<file path="src/rtl/data_cache_pkg.sv">
// Shared constants, FSM state type and lane helper for the data cache.
package data_cache_pkg;

    localparam int unsigned DATA_W         = 32;
    localparam int unsigned ADDR_W         = 32;
    localparam int unsigned WORDS          = 4;
    localparam int unsigned WORD_SEL_W     = 2;
    localparam int unsigned BE_W           = 4;
    localparam int unsigned DC_OFFSET_BITS = 4;

    typedef enum logic [1:0] {
        DC_IDLE   = 2'd0,
        DC_REFILL = 2'd1,
        DC_WRITE  = 2'd2
    } dcState_t;

    // One-hot byte enable for a little-endian byte lane (lane 0 = bits [7:0]).
    function automatic logic [BE_W-1:0] byteLaneBe(input logic [1:0] lane);
        return BE_W'(4'b0001 << lane);
    endfunction

endpackage

</file>
<file path="src/rtl/dcache_array.sv">
// Tag/valid/data storage: async read at one index, byte-enabled word write.
module dcache_array
    import data_cache_pkg::*;
#(
    parameter int unsigned LINES = 16,
    parameter int unsigned IDX_W = 4,
    parameter int unsigned TAG_W = 24
) (
    input  logic                             clk,
    input  logic                             reset,
    input  logic [IDX_W-1:0]                 rdIdx,
    output logic                             rdValid,
    output logic [TAG_W-1:0]                 rdTag,
    output logic [WORDS-1:0][DATA_W-1:0]     rdLine,
    input  logic                             wrEn,
    input  logic [IDX_W-1:0]                 wrIdx,
    input  logic [WORD_SEL_W-1:0]            wrWord,
    input  logic [BE_W-1:0]                  wrBe,
    input  logic [DATA_W-1:0]                wrData,
    input  logic                             invalidate,
    input  logic                             setTag,
    input  logic [TAG_W-1:0]                 wrTag
);

    logic [LINES-1:0]                validQ;
    logic [TAG_W-1:0]                tagQ  [LINES];
    logic [WORDS-1:0][DATA_W-1:0]    dataQ [LINES];

    // Asynchronous lookup at the requested index.
    assign rdValid = validQ[rdIdx];
    assign rdTag   = tagQ[rdIdx];
    assign rdLine  = dataQ[rdIdx];

    // Valid bits: cleared on reset, dropped at the start of a refill, set when it completes.
    always_ff @(posedge clk) begin
        if (reset) begin
            validQ <= '0;
        end else if (invalidate) begin
            validQ[wrIdx] <= 1'b0;
        end else if (setTag) begin
            validQ[wrIdx] <= 1'b1;
        end
    end

    // Tag written together with the final refill beat.
    always_ff @(posedge clk) begin
        if (setTag) begin
            tagQ[wrIdx] <= wrTag;
        end
    end

    // Byte-enabled word write.
    always_ff @(posedge clk) begin
        if (wrEn) begin
            for (int b = 0; b < int'(BE_W); b++) begin
                if (wrBe[b]) begin
                    dataQ[wrIdx][wrWord][8*b +: 8] <= wrData[8*b +: 8];
                end
            end
        end
    end

endmodule

</file>
<file path="src/rtl/data_cache.sv">
// Direct-mapped, write-through, no-write-allocate data cache for the memory stage.
module data_cache
    import data_cache_pkg::*;
#(
    parameter int unsigned LINES = 16
) (
    input  logic        clk,
    input  logic        reset,
    input  logic        MemReadM,
    input  logic        MemWriteM,
    input  logic        MemWriteSBM,
    input  logic [31:0] AddrM,
    input  logic [31:0] WriteDataM,
    output logic [31:0] ReadDataM,
    output logic        StallM,
    output logic        mem_req,
    output logic        mem_we,
    output logic [3:0]  mem_be,
    output logic [31:0] mem_addr,
    output logic [31:0] mem_wdata,
    input  logic        mem_ack,
    input  logic [31:0] mem_rdata
);

    localparam int unsigned IDX_W = $clog2(LINES);
    localparam int unsigned TAG_W = ADDR_W - DC_OFFSET_BITS - IDX_W;

    dcState_t state, nextState;
    logic [WORD_SEL_W-1:0] beat;

    logic isStore, isWordStore, isLoad, ackQual, hit;
    logic [IDX_W-1:0] lookupIdx;
    logic [TAG_W-1:0] lookupTag;

    logic                          rdValid;
    logic [TAG_W-1:0]              rdTag;
    logic [WORDS-1:0][DATA_W-1:0]  rdLine;

    logic                  wrEn, invalidate, setTag;
    logic [IDX_W-1:0]      wrIdx;
    logic [WORD_SEL_W-1:0] wrWord;
    logic [BE_W-1:0]       wrBe;
    logic [DATA_W-1:0]     wrData;
    logic [TAG_W-1:0]      wrTag;

    // Request decode: stores win over loads; both store kinds together act as a word store.
    assign isStore     = MemWriteM | MemWriteSBM;
    assign isWordStore = MemWriteM;
    assign isLoad      = MemReadM & ~isStore;
    assign ackQual     = mem_ack & mem_req;

    // In IDLE look up the pipeline address; while busy, the held backing address.
    assign lookupIdx = (state == DC_IDLE) ? AddrM[DC_OFFSET_BITS +: IDX_W]
                                          : mem_addr[DC_OFFSET_BITS +: IDX_W];
    assign lookupTag = (state == DC_IDLE) ? AddrM[ADDR_W-1 -: TAG_W]
                                          : mem_addr[ADDR_W-1 -: TAG_W];
    assign hit       = rdValid && (rdTag == lookupTag);

    dcache_array #(
        .LINES (LINES),
        .IDX_W (IDX_W),
        .TAG_W (TAG_W)
    ) uArray (
        .clk        (clk),
        .reset      (reset),
        .rdIdx      (lookupIdx),
        .rdValid    (rdValid),
        .rdTag      (rdTag),
        .rdLine     (rdLine),
        .wrEn       (wrEn),
        .wrIdx      (wrIdx),
        .wrWord     (wrWord),
        .wrBe       (wrBe),
        .wrData     (wrData),
        .invalidate (invalidate),
        .setTag     (setTag),
        .wrTag      (wrTag)
    );

    // State register.
    always_ff @(posedge clk) begin
        if (reset) begin
            state <= DC_IDLE;
        end else begin
            state <= nextState;
        end
    end

    // Next state, pipeline stall and zero-latency load data.
    always_comb begin
        nextState = state;
        StallM    = 1'b0;
        ReadDataM = '0;
        case (state)
            DC_IDLE: begin
                if (isStore) begin
                    StallM    = 1'b1;
                    nextState = DC_WRITE;
                end else if (isLoad) begin
                    if (hit) begin
                        ReadDataM = rdLine[AddrM[3:2]];
                    end else begin
                        StallM    = 1'b1;
                        nextState = DC_REFILL;
                    end
                end
            end
            DC_REFILL: begin
                StallM = 1'b1;
                if (ackQual && beat == 2'd3) begin
                    nextState = DC_IDLE;
                end
            end
            DC_WRITE: begin
                StallM = ~ackQual;
                if (ackQual) begin
                    nextState = DC_IDLE;
                end
            end
            default: nextState = DC_IDLE;
        endcase
    end

    // Array writes: refill beats from memory, or a write-through hit update.
    always_comb begin
        wrEn       = 1'b0;
        invalidate = 1'b0;
        setTag     = 1'b0;
        wrIdx      = mem_addr[DC_OFFSET_BITS +: IDX_W];
        wrTag      = mem_addr[ADDR_W-1 -: TAG_W];
        wrWord     = beat;
        wrBe       = '1;
        wrData     = mem_rdata;
        case (state)
            DC_REFILL: begin
                if (ackQual) begin
                    wrEn       = 1'b1;
                    invalidate = (beat == 2'd0);
                    setTag     = (beat == 2'd3);
                end
            end
            DC_WRITE: begin
                if (ackQual && hit) begin
                    wrEn   = 1'b1;
                    wrWord = mem_addr[3:2];
                    wrBe   = mem_be;
                    wrData = mem_wdata;
                end
            end
            default: ;
        endcase
    end

    // Backing-memory request registers and refill beat counter.
    always_ff @(posedge clk) begin
        if (reset) begin
            mem_req   <= 1'b0;
            mem_we    <= 1'b0;
            mem_be    <= '0;
            mem_addr  <= '0;
            mem_wdata <= '0;
            beat      <= '0;
        end else begin
            case (state)
                DC_IDLE: begin
                    if (isStore) begin
                        mem_req   <= 1'b1;
                        mem_we    <= 1'b1;
                        mem_addr  <= {AddrM[31:2], 2'b00};
                        mem_be    <= isWordStore ? 4'b1111 : byteLaneBe(AddrM[1:0]);
                        mem_wdata <= isWordStore ? WriteDataM : {4{WriteDataM[7:0]}};
                    end else if (isLoad && !hit) begin
                        mem_req   <= 1'b1;
                        mem_we    <= 1'b0;
                        mem_addr  <= {AddrM[31:4], 4'b0000};
                        mem_be    <= '0;
                        mem_wdata <= '0;
                        beat      <= '0;
                    end
                end
                DC_REFILL: begin
                    if (ackQual) begin
                        beat     <= beat + 2'd1;
                        mem_addr <= mem_addr + 32'd4;
                        if (beat == 2'd3) begin
                            mem_req <= 1'b0;
                        end
                    end
                end
                DC_WRITE: begin
                    if (ackQual) begin
                        mem_req <= 1'b0;
                    end
                end
                default: ;
            endcase
        end
    end

endmodule

</file>
<file path="config.mk">
export PLATFORM = sky130hd
export DESIGN_NAME = data_cache
export DESIGN_NICKNAME = d
export VERILOG_FILES = /design/src/rtl/data_cache_pkg.sv /design/src/rtl/dcache_array.sv /design/src/rtl/data_cache.sv
export SDC_FILE = /design/constraint.sdc
export NUM_CORES = 2
export LEC_CHECK = 0
export BUFFER_PORTS_ARGS = -buffer_cell sky130_fd_sc_hd__buf_4
export CAP_MARGIN = 10
export CORE_UTILIZATION = 50
export CTS_BUF_LIST = sky130_fd_sc_hd__clkbuf_16
export CTS_CLUSTER_DIAMETER = 30
export DETAILED_ROUTE_END_ITERATION = 10
export PLACE_DENSITY = 0.78
export SLEW_MARGIN = 20
export SYNTH_ARGS = -nofsm -noshare
export SYNTH_HDL_FRONTEND = slang
export SYNTH_SLANG_ARGS = --single-unit
</file>
<file path="constraint.sdc">
create_clock -name clk -period 15.3 [get_ports clk]
set_input_delay 3.06 -clock clk [delete_from_list [all_inputs] [get_ports clk]]
set_output_delay 3.06 -clock clk [all_outputs]
set_load 0.005 [all_outputs]
</file>
==> out/results.ini <==
[clock_tree]
clockRootBuffer=clkbuf_16
cts_max_level=5
ctsResizeCount=0
clk_path_buf_depth=4
clock_latency_ns=1.01
clk_pin_slew_worst_paths_ns=0.05
cts.sinks=2520
cts_tree=built
postCtsSetupRepairBufs=0
cts_buffers=444
holdBufCountCts=0

[setup_path]
critical_path_required_ns=12.24
arrival_ns=8.79
path_cells=buf_4, mux2_8, buf_4, mux4_2, a22oi_1, nand2b_1, nand4_1, nor4_1, nand4_1, nor4_1, and3_2, and2_1, buf_4
crit_path_start_kind=input pin
slowest_stage=and3_2
worstSetupPathType=input pin to output pin
reg2reg_depth=16
path_delay_family=simple AND/OR/NAND/NOR gates
cp_num_cells=13
cp_num_buf_inv=3
cp_slowest_stage_delay_ns=1.03
endpoint_kind=output pin
critPathMaxFanout=53
reg2reg_slack_ns=7.04
cp_common_cell=buf_4

[global_routing]
grt_pass1_wl_mm=434.8
grt_pass1_vias=63580
grt.overflow.total=0
gr-usage-all-layers_pct=28.99
grt_max_degree=164
antenna_found_initial=10

[layout]
fin_nets=6482
n_fill_cell=13520
layout-drive-gt1-share_pct=25.41
areaGrowthSynthToFinish_pct=18.85

[yosys]
synth-edff-count=2432
synth_area_leaders=edfxtp_1 71%, mux4_2 12%, nand2_1 2.4%, nor2_1 1.8%, dfxtp_1 1.7%
synth_area_sq_um=102700
yosysWarnings=0
syn_inst=6005
synth_seq_cells=2520
yosysUniqueCellTypes=88
synthFlopType=edfxtp_1
seq_area_frac_synth_pct=72.86
yosys.area.top_type=edfxtp_1
synth_top_area_share_pct=71.14
avgSynthCellArea_sq_um=17.09
synth_most_common_cell=edfxtp_1
synth_async_sr_flop_share_pct=0
synth_common_cells=2,432 x edfxtp_1, 657 x nand2_1, 531 x mux4_2, 479 x nor2_1, 226 x clkbuf_1

[drt]
vias=63600
viasPerCell=6.748
drtAntennaViolNets=0
totalWireLength_mm=304.5
drt-pass1-iter-count=8
drcViolationCount=0
drt_iter0_markers=10630
wire_per_inst_um=32.31

[sta]
tightest_slew_ns=1.261
layout_min_cycle_time_ns=11.85
finalClockSkew_ns=0.1033
finalMaxSlewViolations=0
finalSetupViolations=0
tns_ns=0
finalHoldViolCount=0
fin_crit_sh_pct=77.43
max_freq_ghz=0.08441
rsz0062_at_grt=no
max_slew_margin_pct=15.64
fin_ws_ns=3.454

[placement]
dp_hpwl_mm=157.2
dpl_worst_slack_ns=3.684
gp_congestion=0.9190
place.port_buffers=202

[die]
core_area_sq_um=203100
initial_core_util_pct=50.53
fp.dieH_um=455.1
die_area_sq_um=207100
die_w_um=455.1
io_pins=205
row_count=165

[worst_hold_path]
whs_path_depth=1
hold_class=register to register

[job]
cap_violations=0

[run_status]
status=complete, no violations

[power_and_ir_drop]
peakVddDrop_uv=142.6
p_leak_uw=0.03988
power_density_nw_per_um2=188.5

==> worst register-to-register path, delay by kind of cell, from the launching register on <==
family	cells	cell delay, ns
AO/OA/AOI/OAI	2	1.20
flip-flops	1	0.35
AND/OR/NAND/NOR	7	2.90
adder cells (fa/ha/maj)	1	0.27
buffers and inverters	5	2.74
multiplexers	1	0.37
==> report_power, final <==
part           internal [uW]  total (uW)  switching [uW]
logic                   1950        5220            3260
clock network           6350        9910            3560
registers               7710        7870             157
total                  16000       23000            6980
==> metrics by stage <==
step                      hold WS [ns]  instances  cell area [sq um]  util, %  power (uW)
after floorplan                 0.4405       6006             102700        -       11340
after global placement          0.4517       8594             106800    52.57       12890
after detailed placement        0.4720       8596             106800    52.59       12970
after CTS                       0.4837       9410             121900    60.00       22890
after global routing            0.4993       9421             122000    60.05       23490
final                           0.4882       9425             122000    60.06       23000
==> kinds of logic (layout without fill, tap and decap cells) <==
kind of cell	count (synthesis)	in the layout	synth area share, %
xor+xnor	12	12	0.1024
compound gates	747	747	5.292
flops	2520	2520	72.86
other cells	1	14	0.003653
simple gates	1648	1648	7.073
buf+inv	452	1187	2.029
mux	618	618	12.56
fa+ha+maj	7	7	0.08532
==> registers in the layout (all words and copies together) (netlist names) <==
signal / cells
mem_req: 1
state: 2
uArray.validQ: 16
uArray.tagQ: 384
beat: 2
mem_be: 4
mem_wdata: 32
uArray.dataQ: 2048
mem_we: 1
mem_addr: 30
==> placed cells by master (no fill, tap or decap), drive strengths merged, types with 57 or more instances in the layout <==
master  instances
and3           74
mux4          531
a311oi         99
a31oi          70
nor3           63
clkbuf        449
nand3         169
nand2         657
nor2          480
inv           133
clkinv        169
bufinv         58
buf           325
dfxtp          88
o21ai         123
edfxtp       2432
nand2b         57
a21oi         138
==> worst paths after layout <==
kind / startpoint / end
max: AddrM[4] / ReadDataM[12]
max reg2reg: state[0]$_SDFFE_PP0P_ / uArray.dataQ[11][127]$_DFFE_PP_
min: mem_wdata[23]$_SDFFE_PP0P_ / mem_wdata[23]$_SDFFE_PP0P_
min reg2reg: mem_wdata[23]$_SDFFE_PP0P_ / mem_wdata[23]$_SDFFE_PP0P_
==> metal layers <==
layer	track usage [%]	share of wire (%)	up-vias
met2	46.39	48	5696
met4	17.28	7.0	0
met1	36.15	33	31880
met3	6.853	12	1255
met5	0	0	-
li1	-	-	24770
==> area by class of cell <==
type | count | area (sq um) | area share, %
inverters | 48 | 180.2 | 0.1477
well taps | 2672 | 3343 | 2.740
diodes | 12 | 30.03 | 0.02461
clock buffers | 449 | 11240 | 9.209
flip-flops and latches | 2520 | 74800 | 61.31
repair buffers | 325 | 2575 | 2.111
clock inverters | 365 | 3807 | 3.121
multi-input cells | 3034 | 26040 | 21.34
Note: power is estimated with default switching activity, not from simulation.
